## src/rtl/rf_ctrl_pkg.sv

```systemverilog
// Shared register-file control package: default widths and the clogb2
// address-width helper used by the RF port arbiters.
package rf_ctrl_pkg;

   localparam int RF_DATA_W = 32;
   localparam int RF_DEPTH  = 16;

   // Number of bits needed to index 'value' entries, never less than one.
   function automatic int clogb2(input int value);
      int r;
      r = 0;
      while ((1 << r) < value) begin
         r = r + 1;
      end
      if (r < 1) begin
         r = 1;
      end else begin
         r = r;
      end
      return r;
   endfunction

endpackage

```

## src/rtl/rf_wr_port_arbiter_if.sv

```systemverilog
// Bus bundle of the RF write-port arbiter: requester handshakes, global lock
// and the register-file write port. The pending_out vector exists only when
// RF_WR_ARB_PENDING_EN is defined.
interface rf_wr_port_arbiter_if #(
   parameter int data_width_g = rf_ctrl_pkg::RF_DATA_W,
   parameter int depth_g      = rf_ctrl_pkg::RF_DEPTH,
   parameter int num_req_g    = 4
);
   import rf_ctrl_pkg::*;

   localparam int AW = clogb2(depth_g);

   logic                              glock_in;
   logic [num_req_g-1:0]              req_valid_in;
   logic [num_req_g-1:0]              req_ready_out;
   logic [num_req_g*data_width_g-1:0] req_data_in;
   logic [num_req_g*AW-1:0]           req_addr_in;
   logic                              wload_out;
   logic [data_width_g-1:0]           wdata_out;
   logic [AW-1:0]                     wop_out;
   logic [num_req_g-1:0]              grant_out;
   logic                              busy_out;
`ifdef RF_WR_ARB_PENDING_EN
   logic [depth_g-1:0]                pending_out;
`endif

   // Arbiter side.
   modport slave (
      input  glock_in, req_valid_in, req_data_in, req_addr_in,
      output req_ready_out, wload_out, wdata_out, wop_out, grant_out, busy_out
`ifdef RF_WR_ARB_PENDING_EN
      , output pending_out
`endif
   );

   // Requester / register-file side.
   modport master (
      output glock_in, req_valid_in, req_data_in, req_addr_in,
      input  req_ready_out, wload_out, wdata_out, wop_out, grant_out, busy_out
`ifdef RF_WR_ARB_PENDING_EN
      , input pending_out
`endif
   );

endinterface

```

## src/rtl/rr_arbiter_onehot.sv

```systemverilog
// Round-robin arbiter with one-hot winner. The search starts at the internal
// pointer; on 'advance' the pointer moves to the slot after the winner.
module rr_arbiter_onehot #(
   parameter int n = 4
) (
   input  logic         clk,
   input  logic         rstx,
   input  logic [n-1:0] req,
   input  logic         advance,
   output logic [n-1:0] win
);
   import rf_ctrl_pkg::*;

   localparam int PW = clogb2(n);
   localparam logic [n-1:0] ONE = {{(n-1){1'b0}}, 1'b1};

   logic [PW-1:0] ptr_r;
   logic [PW-1:0] ptr_next_s;
   logic [PW-1:0] win_idx_s;
   logic [n-1:0]  win_s;
   logic [n-1:0]  sel_s;
   logic          found_s;
   logic          hit_s;
   int            idx_s;

   // Scan from the pointer upward with wrap; the first requesting slot wins.
   always_comb begin
      win_s     = '0;
      win_idx_s = '0;
      found_s   = 1'b0;
      hit_s     = 1'b0;
      sel_s     = '0;
      idx_s     = 0;
      for (int k = 0; k < n; k++) begin
         idx_s     = int'(ptr_r) + k;
         idx_s     = (idx_s >= n) ? idx_s - n : idx_s;
         sel_s     = ONE << idx_s;
         hit_s     = (|(req & sel_s)) & ~found_s;
         win_s     = win_s | (hit_s ? sel_s : '0);
         win_idx_s = hit_s ? idx_s[PW-1:0] : win_idx_s;
         found_s   = found_s | hit_s;
      end
   end

   // Next pointer is the slot after the winner, wrapping from n-1 to 0.
   always_comb begin
      ptr_next_s = (win_idx_s == PW'(n - 1)) ? '0 : win_idx_s + PW'(1);
   end

   // Pointer register: moves only when a grant is actually taken.
   always_ff @(posedge clk or negedge rstx) begin
      if (!rstx) begin
         ptr_r <= '0;
      end else if (advance) begin
         ptr_r <= ptr_next_s;
      end
   end

   assign win = win_s;

endmodule

```

## src/rtl/rf_wr_port_arbiter.sv

```systemverilog
// Shares the single write port of a 1W/1R guarded register file between
// num_req_g requesters. Round-robin arbitration, one registered output stage
// driving wload/wdata/wop, and glock handling so no write is lost while the
// RF ignores wload. Optional: RF_WR_ARB_PENDING_EN adds pending_out, a
// per-register in-flight-write vector for read-side stalling.
module rf_wr_port_arbiter #(
   parameter int data_width_g = rf_ctrl_pkg::RF_DATA_W,
   parameter int depth_g      = rf_ctrl_pkg::RF_DEPTH,
   parameter int num_req_g    = 4
) (
   input logic                 clk,
   input logic                 rstx,
   rf_wr_port_arbiter_if.slave bus
);
   import rf_ctrl_pkg::*;

   localparam int AW = clogb2(depth_g);

   logic                    out_valid_r;
   logic [data_width_g-1:0] data_r;
   logic [AW-1:0]           addr_r;
   logic [num_req_g-1:0]    grant_r;

   logic [num_req_g-1:0]    win_s;
   logic                    can_accept_s;
   logic                    accept_s;
   logic                    retire_s;
   logic [data_width_g-1:0] sel_data_s;
   logic [AW-1:0]           sel_addr_s;

   rr_arbiter_onehot #(.n(num_req_g)) u_rr (
      .clk     (clk),
      .rstx    (rstx),
      .req     (bus.req_valid_in),
      .advance (accept_s),
      .win     (win_s)
   );

   // Stage can take a new write when empty or when its write commits this edge.
   always_comb begin
      can_accept_s = ~out_valid_r | ~bus.glock_in;
      accept_s     = can_accept_s & (|bus.req_valid_in);
      retire_s     = out_valid_r & ~bus.glock_in;
   end

   // One-hot mux of the winner's data and register index.
   always_comb begin
      sel_data_s = '0;
      sel_addr_s = '0;
      for (int i = 0; i < num_req_g; i++) begin
         sel_data_s = sel_data_s |
            ({data_width_g{win_s[i]}} & bus.req_data_in[i*data_width_g +: data_width_g]);
         sel_addr_s = sel_addr_s | ({AW{win_s[i]}} & bus.req_addr_in[i*AW +: AW]);
      end
   end

   // Output stage: load on accept, drop valid on retire, otherwise hold.
   always_ff @(posedge clk or negedge rstx) begin
      if (!rstx) begin
         out_valid_r <= 1'b0;
         data_r      <= '0;
         addr_r      <= '0;
         grant_r     <= '0;
      end else if (accept_s) begin
         out_valid_r <= 1'b1;
         data_r      <= sel_data_s;
         addr_r      <= sel_addr_s;
         grant_r     <= win_s;
      end else if (retire_s) begin
         out_valid_r <= 1'b0;
      end
   end

   assign bus.req_ready_out = win_s & {num_req_g{can_accept_s}};
   assign bus.wload_out     = out_valid_r;
   assign bus.busy_out      = out_valid_r;
   assign bus.wdata_out     = data_r;
   assign bus.wop_out       = addr_r;
   assign bus.grant_out     = grant_r;

`ifdef RF_WR_ARB_PENDING_EN
   logic [depth_g-1:0] pending_s;

   // Decode the in-flight register index, qualified by the stage valid.
   always_comb begin
      pending_s = '0;
      for (int k = 0; k < depth_g; k++) begin
         pending_s[k] = out_valid_r & (addr_r == AW'(k));
      end
   end

   assign bus.pending_out = pending_s;
`endif

endmodule

```

## src/flat_wrapper.sv

```systemverilog
// flat-port wrapper written by rule: the top's interface ports become plain ports
module rf_wr_port_arbiter_flat import rf_ctrl_pkg::*;
#(
   parameter int data_width_g = rf_ctrl_pkg::RF_DATA_W,
   parameter int depth_g      = rf_ctrl_pkg::RF_DEPTH,
   parameter int num_req_g    = 4
)
  (clk, rstx, bus_glock_in, bus_req_valid_in, bus_req_data_in, bus_req_addr_in, bus_req_ready_out, bus_wload_out, bus_wdata_out, bus_wop_out, bus_grant_out, bus_busy_out);
  rf_wr_port_arbiter_if #(.data_width_g(data_width_g), .depth_g(depth_g), .num_req_g(num_req_g)) bus_i ();
  input logic clk;
  input logic rstx;
  input wire logic [$bits(bus_i.glock_in)-1:0] bus_glock_in;
  input wire logic [$bits(bus_i.req_valid_in)-1:0] bus_req_valid_in;
  input wire logic [$bits(bus_i.req_data_in)-1:0] bus_req_data_in;
  input wire logic [$bits(bus_i.req_addr_in)-1:0] bus_req_addr_in;
  output wire logic [$bits(bus_i.req_ready_out)-1:0] bus_req_ready_out;
  output wire logic [$bits(bus_i.wload_out)-1:0] bus_wload_out;
  output wire logic [$bits(bus_i.wdata_out)-1:0] bus_wdata_out;
  output wire logic [$bits(bus_i.wop_out)-1:0] bus_wop_out;
  output wire logic [$bits(bus_i.grant_out)-1:0] bus_grant_out;
  output wire logic [$bits(bus_i.busy_out)-1:0] bus_busy_out;
  assign bus_i.glock_in = bus_glock_in;
  assign bus_i.req_valid_in = bus_req_valid_in;
  assign bus_i.req_data_in = bus_req_data_in;
  assign bus_i.req_addr_in = bus_req_addr_in;
  assign bus_req_ready_out = bus_i.req_ready_out;
  assign bus_wload_out = bus_i.wload_out;
  assign bus_wdata_out = bus_i.wdata_out;
  assign bus_wop_out = bus_i.wop_out;
  assign bus_grant_out = bus_i.grant_out;
  assign bus_busy_out = bus_i.busy_out;
  rf_wr_port_arbiter #(.data_width_g(data_width_g), .depth_g(depth_g), .num_req_g(num_req_g)) u_core (.clk(clk), .rstx(rstx), .bus(bus_i));
endmodule
```

## config.mk

```make
export PLATFORM = sky130hd
export DESIGN_NAME = rf_wr_port_arbiter_flat
export DESIGN_NICKNAME = d
export VERILOG_FILES = /design/src/rtl/rf_ctrl_pkg.sv /design/src/rtl/rf_wr_port_arbiter_if.sv /design/src/rtl/rr_arbiter_onehot.sv /design/src/rtl/rf_wr_port_arbiter.sv /design/src/flat_wrapper.sv
export SDC_FILE = /design/constraint.sdc
export NUM_CORES = 1
export LEC_CHECK = 0
export ABC_AREA = 1
export CORE_MARGIN = 2
export CORE_UTILIZATION = 34
export DETAILED_ROUTE_END_ITERATION = 8
export PLACE_DENSITY_LB_ADDON = 0.15
export SLEW_MARGIN = 20
export SYNTH_ARGS = -nofsm -noshare
export SYNTH_HDL_FRONTEND = slang
export SYNTH_SLANG_ARGS = --single-unit
```

## constraint.sdc

```tcl
create_clock -name clk -period 2.3 [get_ports clk]
set_clock_uncertainty 0.05 [all_clocks]
set_input_delay 0.345 -clock clk [delete_from_list [all_inputs] [get_ports clk]]
set_output_delay 0.345 -clock clk [all_outputs]
set_load 0.1 [all_outputs]
```

; Word level (Yosys, flattened, before mapping)
; Cells that the tools add are included.
[totals]
word_cells = 78
register_bits = 43
out_inout_bits = 46
in_bits = 151
[classes]
bitwise = 35
add_sub_neg = 8
n_reduce_logical = 6
shifts = 4
eq_ne = 1
mux = 15
n_lt_le_gt_ge = 4
[ops]
columns = cell, count
row1 = bitwise AND 32 bit, 4
row2 = 2-to-1 mux 32 bit, 4
row3 = "<< shifter 1 x 32 -> 4 bit, first input constant", 4
row4 = OR 32 bit, 3
row5 = bitwise AND 4 bit, 9
row6 = OR 4 bit, 6
row7 = OR reduction 4 bit, 5
row8 = 2-to-1 mux 4 bit, 4
row9 = "subtractor 3 x 3 -> 4 bit, second input constant", 3
row10 = 2-to-1 mux 2 bit, 5
row11 = "greater-or-equal comparator 3 bit, second input constant", 3
row12 = "adder 2 x 2 -> 3 bit, second input constant", 2
row13 = bitwise AND 1 bit, 5
row14 = NOT 1 bit, 5
row15 = "subtractor 2 x 3 -> 4 bit, second input constant", 1
row16 = "adder 2 x 1 -> 3 bit, second input constant", 1
row17 = "greater-or-equal comparator 2 x 3 -> 1 bit, second input constant", 1
row18 = OR 1 bit, 3
row19 = "adder 2 x 1 -> 2 bit, second input constant", 1
row20 = "equality test 2 bit, second input constant", 1
row21 = 2-to-1 mux 1 bit, 2
row22 = nonzero test 2 bit, 1

; Longest topological paths before layout
; Gate-level depths: netlist of the first run.
[logic_depth]
ltp_word = 19
ltp_mapped = 16
ltp_nobuf = 14

; Modules after synthesis
; From an unflattened synthesis of the first run, not the netlist that was laid out.
[unflattened]
cells_unflattened = 615
hier_area_um2 = 3519.6
[by_module_without_submodules]
columns = mod, cells_each, area_each_um2, seq_area_each_um2, n_inst
row1 = rf_wr_port_arbiter, 521, 2926.6, 1026.0, 1
row2 = rr_arbiter_onehot, 94, 593.1, 50.0, 1

; Worst setup path after synthesis of the first run
; OpenSTA, ideal clock, no wires.
[synth_path]
path_type = register to output
startpoint = register u_core.u_rr.ptr_r[0]
endpoint = output bus_req_ready_out[0]
arrival_ns = 2.357
required_ns = 1.905
n_path_buf = 2
stages_incl_launch_ff = 14
slack_ns = -0.452
path_cell_list = dfrtp_1 inv_1 ha_1 buf_2 nand2_2 nand2_2 nor2_8 nand2_2 nor2_8 nand3_1 nand2_4 buf_6 nand2_1 inv_1
[synth_via]
elab_chain_cells = 16
elab_cells_between_ends = 43
cone_classes = add/sub: 7 / order compare: 4 / shift: 4 / mux: 8 / bitwise: 16 / reduce/logical: 4
[synth_lines]
columns = element, line
row1 = "start, declared", rr_arbiter_onehot.sv:17  ; logic [PW-1:0] ptr_r;
row2 = "start signal, assigned", rr_arbiter_onehot.sv:55  ; ptr_r <= ptr_next_s;
row3 = "adder 2 x 1 -> 3 bit, or another cell as far along", rr_arbiter_onehot.sv:35  ; idx_s = int'(ptr_r) + k;
row4 = "subtractor 3 x 3 -> 4 bit, or another cell as far along", rr_arbiter_onehot.sv:36  ; idx_s = (idx_s >= n) ? idx_s - n : idx_s;
row5 = 2-to-1 mux 32 bit or << shifter 1 x 32 -> 4 bit (tied branches), "rr_arbiter_onehot.sv:36, rr_arbiter_onehot.sv:37"
row6 = << shifter 1 x 32 -> 4 bit or bitwise AND 4 bit (tied branches), "rr_arbiter_onehot.sv:37, rr_arbiter_onehot.sv:38"
row7 = bitwise AND 4 bit or OR reduction 4 bit (tied branches), rr_arbiter_onehot.sv:38  ; hit_s = (|(req & sel_s)) & ~found_s;
row8 = OR reduction 4 bit or NOT 1 bit (tied branches), rr_arbiter_onehot.sv:38
row9 = bitwise AND 1 bit, rr_arbiter_onehot.sv:38
row10 = OR 1 bit, rr_arbiter_onehot.sv:41  ; found_s = found_s | hit_s;
row11 = NOT 1 bit, rr_arbiter_onehot.sv:38
row12 = bitwise AND 1 bit, rr_arbiter_onehot.sv:38
row13 = OR 1 bit, rr_arbiter_onehot.sv:41
row14 = NOT 1 bit, rr_arbiter_onehot.sv:38
row15 = bitwise AND 1 bit, rr_arbiter_onehot.sv:38
row16 = 2-to-1 mux 4 bit, rr_arbiter_onehot.sv:39  ; win_s = win_s | (hit_s ? sel_s : '0);
row17 = OR 4 bit (*), rr_arbiter_onehot.sv:39
row18 = bitwise AND 4 bit (*), rf_wr_port_arbiter.sv:74  ; assign bus.req_ready_out = win_s & {num_req_g{can_accept_s}};
row19 = "end, declared", flat_wrapper.sv:16  ; output wire logic [$bits(bus_i.req_ready_out)-1:0] bus_req_ready_out;
; Every way passes the cells marked *; elsewhere a longest branch is shown, timed or not.

; Final worst setup path of the first run
[layout_path]
startpoint = register u_core.u_rr.ptr_r[0]
endpoint = output bus_req_ready_out[2]
; The elaborated chain is that of the path after synthesis.

==> results of run 1 <==
==> Yosys cell counts, drive strengths merged <==
library cell  number
nand3b             1
nand4              1
buf               16
o21ai              4
inv               17
nand2            236
nand3             47
dfrtp             43
clkbuf             8
nor3               1
nor4               1
nor2             124
o211ai             1
ha                 5
==> state kept, by name, summed over array words and instances (netlist names) <==
name,flops
u_core.bus.busy_out,1
u_core.u_rr.ptr_r,2
u_core.bus.grant_out,4
u_core.bus.wdata_out,32
u_core.bus.wop_out,4
==> layer usage <==
layer / share of wire / global-route usage
met2: 0.49 / 0.381
met4: 0.018 / 0.0664
met3: 0.076 / 0.0515
met1: 0.41 / 0.246
met5: 0 / 0
==> worst reg2reg max path, stage by stage (launching register included) <==
cell,delay (ns)
dfrtp_2,0.47
inv_4,0.08
ha_4,0.19
nand2_4,0.08
nand2_4,0.07
nor2_8,0.20
nand3_4,0.13
nor2_1,0.20
nor2_4,0.06
nand2_4,0.08
buf_4,0.25
nand2_1,0.09
nand3_1,0.10
nor2_1,0.05
nor2_1,0.08
==> timing repair <==
item	in CTS	in global routing
gates cloned	0	2
hold buffers	0	0
pin swaps	9	16
buffers inserted	9	3
setup endpoints to repair	4	40
resized for setup	19	25
==> metrics by stage <==
stage	util	setup WS [ns]
after floorplan	-	-0.122
final	0.623	-0.225
after detailed placement	0.579	-0.0878
after global routing	0.623	-0.337
after CTS	0.607	-0.190
after global placement	0.579	-0.0505
==> worst max path at each step <==
stage	from	end	depth (start not counted)
after CTS	u_core.u_rr.ptr_r[0]	bus_req_ready_out[1]	11
after detailed placement	bus_req_valid_in[2]	u_core.bus.wdata_out[11]	13
final	u_core.u_rr.ptr_r[0]	bus_req_ready_out[2]	12
after global routing	u_core.u_rr.ptr_r[0]	bus_req_ready_out[2]	12
after floorplan	u_core.u_rr.ptr_r[0]	bus_req_ready_out[0]	14
after global placement	bus_req_valid_in[2]	bus_req_ready_out[1]	12
==> cell type report <==
type	instances	area [µm²]	share of cell area
multi-input cells	421	1990	0.351
clock inverters	1	30.0	0.00530
clock buffers	6	72.6	0.0128
repair buffers	232	2270	0.401
well taps	111	139	0.0245
flip-flops and latches	43	1080	0.190
inverters	17	86.3	0.0152
==> cells in the final DEF, fill, tap and decap left out, types with 2 or more instances in the layout <==
master | Yosys | layout
buf_12 | 0 | 8
buf_4 | 4 | 67
buf_6 | 11 | 3
buf_8 | 0 | 2
clkbuf_16 | 0 | 2
clkbuf_8 | 0 | 5
clkdlybuf4s50_1 | 0 | 149
clkinvlp_4 | 0 | 4
dfrtp_1 | 43 | 40
dfrtp_2 | 0 | 3
ha_4 | 0 | 4
inv_1 | 16 | 10
inv_4 | 0 | 3
nand2_1 | 226 | 212
nand2_2 | 6 | 11
nand2_4 | 4 | 13
nand3_1 | 44 | 40
nand3_2 | 3 | 6
nor2_1 | 120 | 114
nor2_2 | 1 | 5
nor2_4 | 1 | 3
nor2_8 | 2 | 2
o21ai_0 | 4 | 3
==> cell families after synthesis <==
group / share of synthesized area
compound gates: 0.00879
fa+ha+maj: 0.0200
flops: 0.343
buf+inv: 0.0807
simple gates: 0.547
==> qor.yml, run 1 <==
syn-instance-count: 505
reg2reg_depth: 14
timing.rr.end: "u_core.bus.wdata_out[30]"
crit_family: "simple AND/OR/NAND/NOR gates"
worstSkewPairLatency_ns: 0.29
final_nets: 876
core_area_um2: 9110
ctsLongestPathBuffers: 2
cp_max_fo: 7
critPathMaxStageDelay_ns: 0.47
grtUsageTotal: 0.211
crit_slowest_cell: "dfrtp_2"
rsz0062_at_grt: "yes"
hold_class: "input pin to async pin"
violations: "setup timing"
max_freq_mhz: 396
syn_nets: 661
routabilityCongestion: 0.839
drv_slew: 0
diodes: 0
num_rows: 35
min_period_ns: 2.52
fin_area_um2: 5670
clkTransAtPathRegs_ns: 0.08
wl_per_cell_um: 13.3
num-fill-cells: 851
cp_common_cell: "nand2_4"
synth_warnings: 0
placed_area_um2: 5280
layout-drive-gt1-share: 0.201
crit_arrival_ns: 2.13
period_share: 1.10
grt_pass1_vias: 3775
dr_total_vias: 3840
drc: 0
timing.critical_path.from_type: "register"
critPathKind: "register to output port"
hpwl_mm: 8.39
h-tree-depth: 2
clock-sinks: 43
worstPathCellList: "inv_4 > ha_4 > nand2_4 > nand2_4 > nor2_8 > nand3_4 > nor2_1 > nor2_4 > nand2_4 > nand2_4 > clkinvlp_4 > buf_12"
viasPerCell: 4.62
ys_ff_latch: 43
post-place-cells: 813
fin_tns_setup_ns: -0.857
cts_buffers: 5
grt-ovfl-total: 0
crit_buf_inv: 3
relSlewSlack: 0.520
holdWs_ns: 0.0538
postRouteAntennaNets: 0
seq_area_frac_synth: 0.343
die_y_um: 100
finalSetupViolCount: 4
maxCapViolCount: 0
worstPathRequired_ns: 1.90
tritoncts: "built"
synth_area_leaders: "dfrtp_1 34%, nand2_1 27%, nor2_1 14%, nand3_1 7.0%, buf_6 4.0%"
synth_top_cell_area_share: 0.343
grt_max_degree: 37
antenna_found_initial: 0
dieArea_um2: 10000
ios: 197
grt_first_pass_wirelength_mm: 17.1
yosys.area.top_type: "dfrtp_1"
syn_area_per_cell_um2: 6.20
drt_pass1_iterations: 4
area_delta_synth_final_pct: 81.0
die_w_um: 100
finalNonFillerCells: 831
synth_area_um2: 3130
port_buffers: 196
initial_core_util: 0.344
cp-end-kind: "output port"
wl_mm: 11.1
worst_pin_slew_ns: 0.720
finalHoldViolations: 0
clockRootBuffer: "clkbuf_8"
r2r-start: "u_core.u_rr.ptr_r[0]"
ff2ff_setup_slack_ns: 0.08
drt_iter0_drc: 85
worst_slack_ns: -0.225
synthDistinctLibCells: 23
outcome: "complete, but fails checks"
Power of run 1 is left out: the tool's default activity adds up to more than one toggle a clock period on the data nets, which glitch-free logic cannot reach.
==> run 2: changes to the inputs <==
--- a/config.mk
+++ b/config.mk
@@ -6,9 +6,10 @@
 export NUM_CORES = 1
 export LEC_CHECK = 0
 export ABC_AREA = 1
-export CORE_MARGIN = 2
+export CORE_MARGIN = 5
 export CORE_UTILIZATION = 34
 export DETAILED_ROUTE_END_ITERATION = 8
+export GPL_TIMING_DRIVEN = 0
 export PLACE_DENSITY_LB_ADDON = 0.15
 export SLEW_MARGIN = 20
 export SYNTH_ARGS = -nofsm -noshare
==> qor.yml, run 2 (synthesized netlist as in run 1, its figures left out) <==
finalSetupViolCount: 5  # +1
worst_pin_slew_ns: 1.02  # +0.301 ns
antenna_found_initial: 0  # unchanged
outcome: "complete, but fails checks"
ff2ff_setup_slack_ns: -0.01  # -0.09 ns
cp_max_fo: 5  # -2
worstHoldPathCells: 2
h-tree-depth: 2  # unchanged
finalHoldViolations: 0  # unchanged
final_common_cell: "nand2_1"
tritoncts: "built"
worstPathRequired_ns: 1.90  # about the same
wl_per_cell_um: 14.7  # +10%
hold_class: "register to register"
crit_arrival_ns: 2.25  # +0.12 ns
maxCapViolCount: 0  # unchanged
violations: "setup timing"
multiInputGateArea_um2: 2030  # +2.3%
final_util: 0.644  # +0.0217
clock-sinks: 43  # unchanged
final_nets: 891  # +1.7%
clockRootBuffer: "clkbuf_8"
relSlewSlack: 0.318  # -0.203
min_from: "u_core.bus.grant_out[0]"
grt_first_pass_wirelength_mm: 19.3  # +13%
drv_slew: 0  # unchanged
min_period_ns: 2.65  # +0.124 ns
cp-end-kind: "output port"
viasPerCell: 4.65  # +0.69%
area_delta_synth_final_pct: 87.3
routabilityCongestion: 0.859  # +2.3%
worst_slack_ns: -0.348  # -0.124 ns
worstSkewPairLatency_ns: 0.28  # about the same
drt_pass1_iterations: 4  # unchanged
hpwl_mm: 9.33  # +11%
timing.critical_path.from_type: "register"
ios: 197  # unchanged
largest_register_ff_count: 32  # unchanged
rsz0062_at_grt: "yes"
die_w_um: 106  # +6.0%
dr_total_vias: 3941  # +2.6%
wl_mm: 12.4  # +12%
grt_max_degree: 30  # -19%
period_share: 1.15  # +0.0537
postRouteAntennaNets: 0  # unchanged
core_area_um2: 9110  # unchanged
port_buffers: 196  # unchanged
cts_buffers: 5  # unchanged
drt_iter0_drc: 131  # +54%
clkTransAtPathRegs_ns: 0.09  # about the same
initial_core_util: 0.344  # unchanged
critPathKind: "register to output port"
grtUsageTotal: 0.212  # +0.00117
die_y_um: 106  # +6.0%
drc: 0  # unchanged
reg2reg_depth: 15  # +1
dieArea_um2: 11200  # +12%
diodes: 0  # unchanged
num-fill-cells: 845  # -0.71%
layout_common_cells: "213 x nand2_1, 190 x clkdlybuf4s50_1, 113 x nor2_1"
max_freq_mhz: 378  # -4.7%
layout-drive-gt1-share: 0.155  # -0.0465
whs_endpoint: "u_core.bus.grant_out[0]"
grt_pass1_vias: 4017  # +6.4%
grt-ovfl-total: 0  # unchanged
r2r-start: "u_core.u_rr.ptr_r[1]"
ctsLongestPathBuffers: 2  # unchanged
seqCellArea_um2: 1080  # unchanged
num_rows: 35  # unchanged
timing.rr.end: "u_core.bus.wdata_out[9]"
## run 2: cell types whose count changed in the layout (fill, tap and decap cells not counted), moves of 2 or more
cell             delta
buf_12              -3
nor2_2              +2
clkbuf_1            +7
nand3_2             -3
nand3_4             +4
clkbuf_16           -2
clkdlybuf4s50_1    +41
buf_4              -40
buf_6               +5
nand2_2             -2
buf_8               +4
## run 2: per-stage QoR
stage / worst slack, ns / instance area, µm² / hold slack (ns) / std cells / TNS [ns]
6_report: -0.348 / 5870 / 0.435 / 847 / -1.38
2_1_floorplan: -0.122 / 3230 / -0.000591 / 505 / -0.470
3_3_place_gp: -1.46 / 5330 / 0.417 / 812 / -30.09
4_1_cts: -0.351 / 5780 / 0.440 / 843 / -1.44
5_1_grt: -0.451 / 5870 / 0.480 / 847 / -6.15
3_5_place_dp: -1.48 / 5340 / 0.235 / 813 / -14.91
## run 2: worst max-delay path, cell delays in order (launching register included)
cell,delay [ns]
dfrtp_2,0.48
buf_6,0.14
ha_4,0.17
nand2_2,0.08
nand2_2,0.08
nor2_4,0.16
nand2_4,0.08
nor2_8,0.17
nand3_4,0.09
nand2_4,0.08
buf_8,0.10
nand2_4,0.05
clkinvlp_4,0.09
buf_12,0.16
## run 2: worst max path at each step
stage	from	to	depth (start not counted)
after floorplan	u_core.u_rr.ptr_r[0]	bus_req_ready_out[0]	14
after global placement	bus_req_valid_in[2]	bus_req_ready_out[0]	7
after detailed placement	bus_req_valid_in[2]	bus_req_ready_out[0]	7
after CTS	u_core.u_rr.ptr_r[1]	bus_req_ready_out[0]	13
after global routing	u_core.u_rr.ptr_r[1]	bus_req_ready_out[0]	13
final	u_core.u_rr.ptr_r[1]	bus_req_ready_out[0]	13
## run 2: cell type report
class                   count  area share
clock buffers               6      0.0124
flip-flops and latches     43       0.184
plain buffers              21      0.0335
inverters                  17      0.0147
well taps                 111      0.0237
repair buffers            226       0.383
clock inverters             2     0.00213
multi-input cells         421       0.347
## run 2: repair_timing
| item | CTS | global route |
|---|---|---|
| hold buffers | 1 | 0 |
| endpoints found under the setup margin | 22 | 42 |
| endpoints found under the hold margin | 14 | 0 |
| buffers inserted | 23 | 6 |
| pin swaps | 14 | 22 |
| resized for setup | 71 | 18 |
## run 2: metal layers
layer,global-route usage,part of all wire,vias to the layer above
met4,0.0638,0.019,0
met5,0,0,-
met3,0.0601,0.075,18
li1,-,-,2008
met2,0.382,0.51,141
met1,0.243,0.40,1774
Power of run 2 is left out for the same reason.
==> run 3: changes to the inputs <==
--- a/config.mk
+++ b/config.mk
@@ -7,7 +7,7 @@
 export LEC_CHECK = 0
 export ABC_AREA = 1
 export CORE_MARGIN = 5
-export CORE_UTILIZATION = 34
+export CORE_UTILIZATION = 37
 export DETAILED_ROUTE_END_ITERATION = 8
 export GPL_TIMING_DRIVEN = 0
 export PLACE_DENSITY_LB_ADDON = 0.15
==> constraint.sdc (replaced) <==
create_clock -name clk -period 2.99 [get_ports clk]
set_clock_uncertainty 0.05 [all_clocks]
set_input_delay 0.4485 -clock clk [delete_from_list [all_inputs] [get_ports clk]]
set_output_delay 0.4485 -clock clk [all_outputs]
set_load 0.1 [all_outputs]
==> qor.yml, run 3 (synthesized netlist as in run 1, its figures left out) <==
outcome: "finished clean"
dpl_worst_slack_ns: -1.07  # +0.407 ns
hpwl_mm: 9.30  # -0.29%
wl_per_cell_um: 14.6  # -0.24%
port_buffers: 196  # unchanged
cp-end-kind: "output port"
routabilityCongestion: 0.901  # +4.9%
drv_slew: 0  # unchanged
worstPathRequired_ns: 2.49  # +0.59 ns
hold_class: "input pin to async pin"
viasPerCell: 4.76  # +2.3%
grtUsageTotal: 0.228  # +0.0153
top_layer_used: "met4"
timing.critical_path.from_type: "register"
cts_buffers: 5  # unchanged
layout_common_cells: "225 x nand2_1, 191 x clkdlybuf4s50_1, 114 x nor2_1"
fin_area_um2: 5510  # -6.2%
wl_mm: 12.1  # -2.7%
largest_register_ff_count: 32  # unchanged
min_period_ns: 2.85
fin_tns_setup_ns: 0  # +1.38 ns
crit_slowest_cell: "dfrtp_1"
final_nets: 878  # -1.5%
grt_max_degree: 24  # -20%
grt_first_pass_wirelength_mm: 18.6  # -3.5%
worstPathCellList: "inv_2 > ha_1 > clkbuf_4 > nand2_1 > nand2_1 > nor2_4 > nand2_4 > nor2_8 > nand3_2 > nand2_8 > nand2_1 > inv_1 > buf_12"
placed_area_um2: 5250  # -1.7%
clkTransAtPathRegs_ns: 0.08  # about the same
drt-met1-wl_mm: 4.52  # -8.6%
worst_pin_slew_ns: 1.02  # -0.00280 ns
clockRootBuffer: "clkbuf_8"
tritoncts: "built"
drt_pass1_iterations: 4  # unchanged
grt_pass1_vias: 3976  # -1.0%
finalHoldViolations: 0  # unchanged
met3_wirelength_mm: 1.30  # +39%
max_freq_mhz: 351
maxCapViolCount: 0  # unchanged
clock-sinks: 43  # unchanged
final_util: 0.670  # +0.0258
met2_length_mm: 5.93  # -5.9%
crit_arrival_ns: 2.35  # +0.10 ns
ctsLongestPathBuffers: 2  # unchanged
ios: 197  # unchanged
area_delta_synth_final_pct: 75.7
die_y_um: 102  # -3.8%
period_share: 0.954
ff2ff_setup_slack_ns: 0.33  # +0.34 ns
rsz0062_at_grt: "no"
critPathMaxStageDelay_ns: 0.41  # -0.07 ns
crit_family: "simple AND/OR/NAND/NOR gates"
num_rows: 33  # -5.7%
crit_buf_inv: 4  # unchanged
die_w_um: 102  # -3.8%
worstSkewPairLatency_ns: 0.29  # about the same
dr_total_vias: 3931  # -0.25%
layout-drive-gt1-share: 0.101  # -0.0536
diodes: 0  # unchanged
final_common_cell: "nand2_1"
postRouteAntennaNets: 0  # unchanged
num-fill-cells: 739  # -13%
drc: 0  # unchanged
drt_iter0_drc: 104  # -21%
worst_slack_ns: 0.138  # +0.486 ns
relSlewSlack: 0.319  # +0.00187
core_area_um2: 8220  # -9.8%
critPathKind: "register to output port"
finalSetupViolCount: 0  # -5
cp_max_fo: 8  # +3
grt-ovfl-total: 0  # unchanged
antenna_found_initial: 0  # unchanged
dieArea_um2: 10400  # -7.4%
h-tree-depth: 2  # unchanged
initial_core_util: 0.381  # +0.0373
cp_common_cell: "nand2_1"
## run 3: cell type report
cell class | instances | area [µm²] | share of cell area
Buffer | 20 | 151 | 0.0275
Clock buffer | 6 | 72.6 | 0.0132
Inverter | 17 | 63.8 | 0.0116
Sequential cell | 43 | 1080 | 0.195
Timing Repair Buffer | 214 | 2150 | 0.391
Multi-Input combinational cell | 421 | 1860 | 0.337
Tap cell | 105 | 131 | 0.0239
## run 3: worst reg2reg max path: stages, from the launching register on
cell and delay (ns):
dfrtp_1 0.41, inv_2 0.09, ha_1 0.20, clkbuf_4 0.17
nand2_2 0.08, nand2_2 0.09, nor2_8 0.19, inv_2 0.10
nand2_1 0.07, nand2_1 0.06, nor2_2 0.15, nand2_4 0.09
buf_4 0.14, buf_4 0.18, buf_6 0.17, nand2_1 0.06
nand3_1 0.09, nor2_1 0.11, nor2_1 0.05
## run 3: repair_timing
action                                 in CTS  in global routing
pin swaps                                   4                  6
setup buffers                               5                 12
resized for setup                          36                 21
endpoints found under the hold margin       0                  0
hold buffers                                0                  0
setup endpoints to repair                   4                  4
## run 3: metal layers
metal / track usage / vias to the layer above
met5: 0 / -
met4: 0.0817 / 0
met3: 0.0717 / 25
met2: 0.406 / 178
met1: 0.254 / 1755
li1: - / 1973
## run 3: stage by stage
step | instances | hold slack, ns
global placement | 806 | 0.419
CTS | 817 | 0.0840
detailed placement | 807 | 0.406
global route | 826 | 0.118
finish | 826 | 0.0796
floorplan | 505 | 0.103
## run 3: worst paths after layout
kind	to	start	cells after the start
min	u_core.bus.wdata_out[6]	rstx	1
max in group asynchronous	u_core.bus.wdata_out[20]	rstx	2
max reg2reg	u_core.bus.wdata_out[3]	u_core.u_rr.ptr_r[0]	18
max	bus_req_ready_out[2]	u_core.u_rr.ptr_r[0]	13
min reg2reg	u_core.bus.grant_out[0]	u_core.bus.grant_out[0]	2
min in group clk	u_core.bus.grant_out[0]	u_core.bus.grant_out[0]	2
Power of run 3 is left out for the same reason.
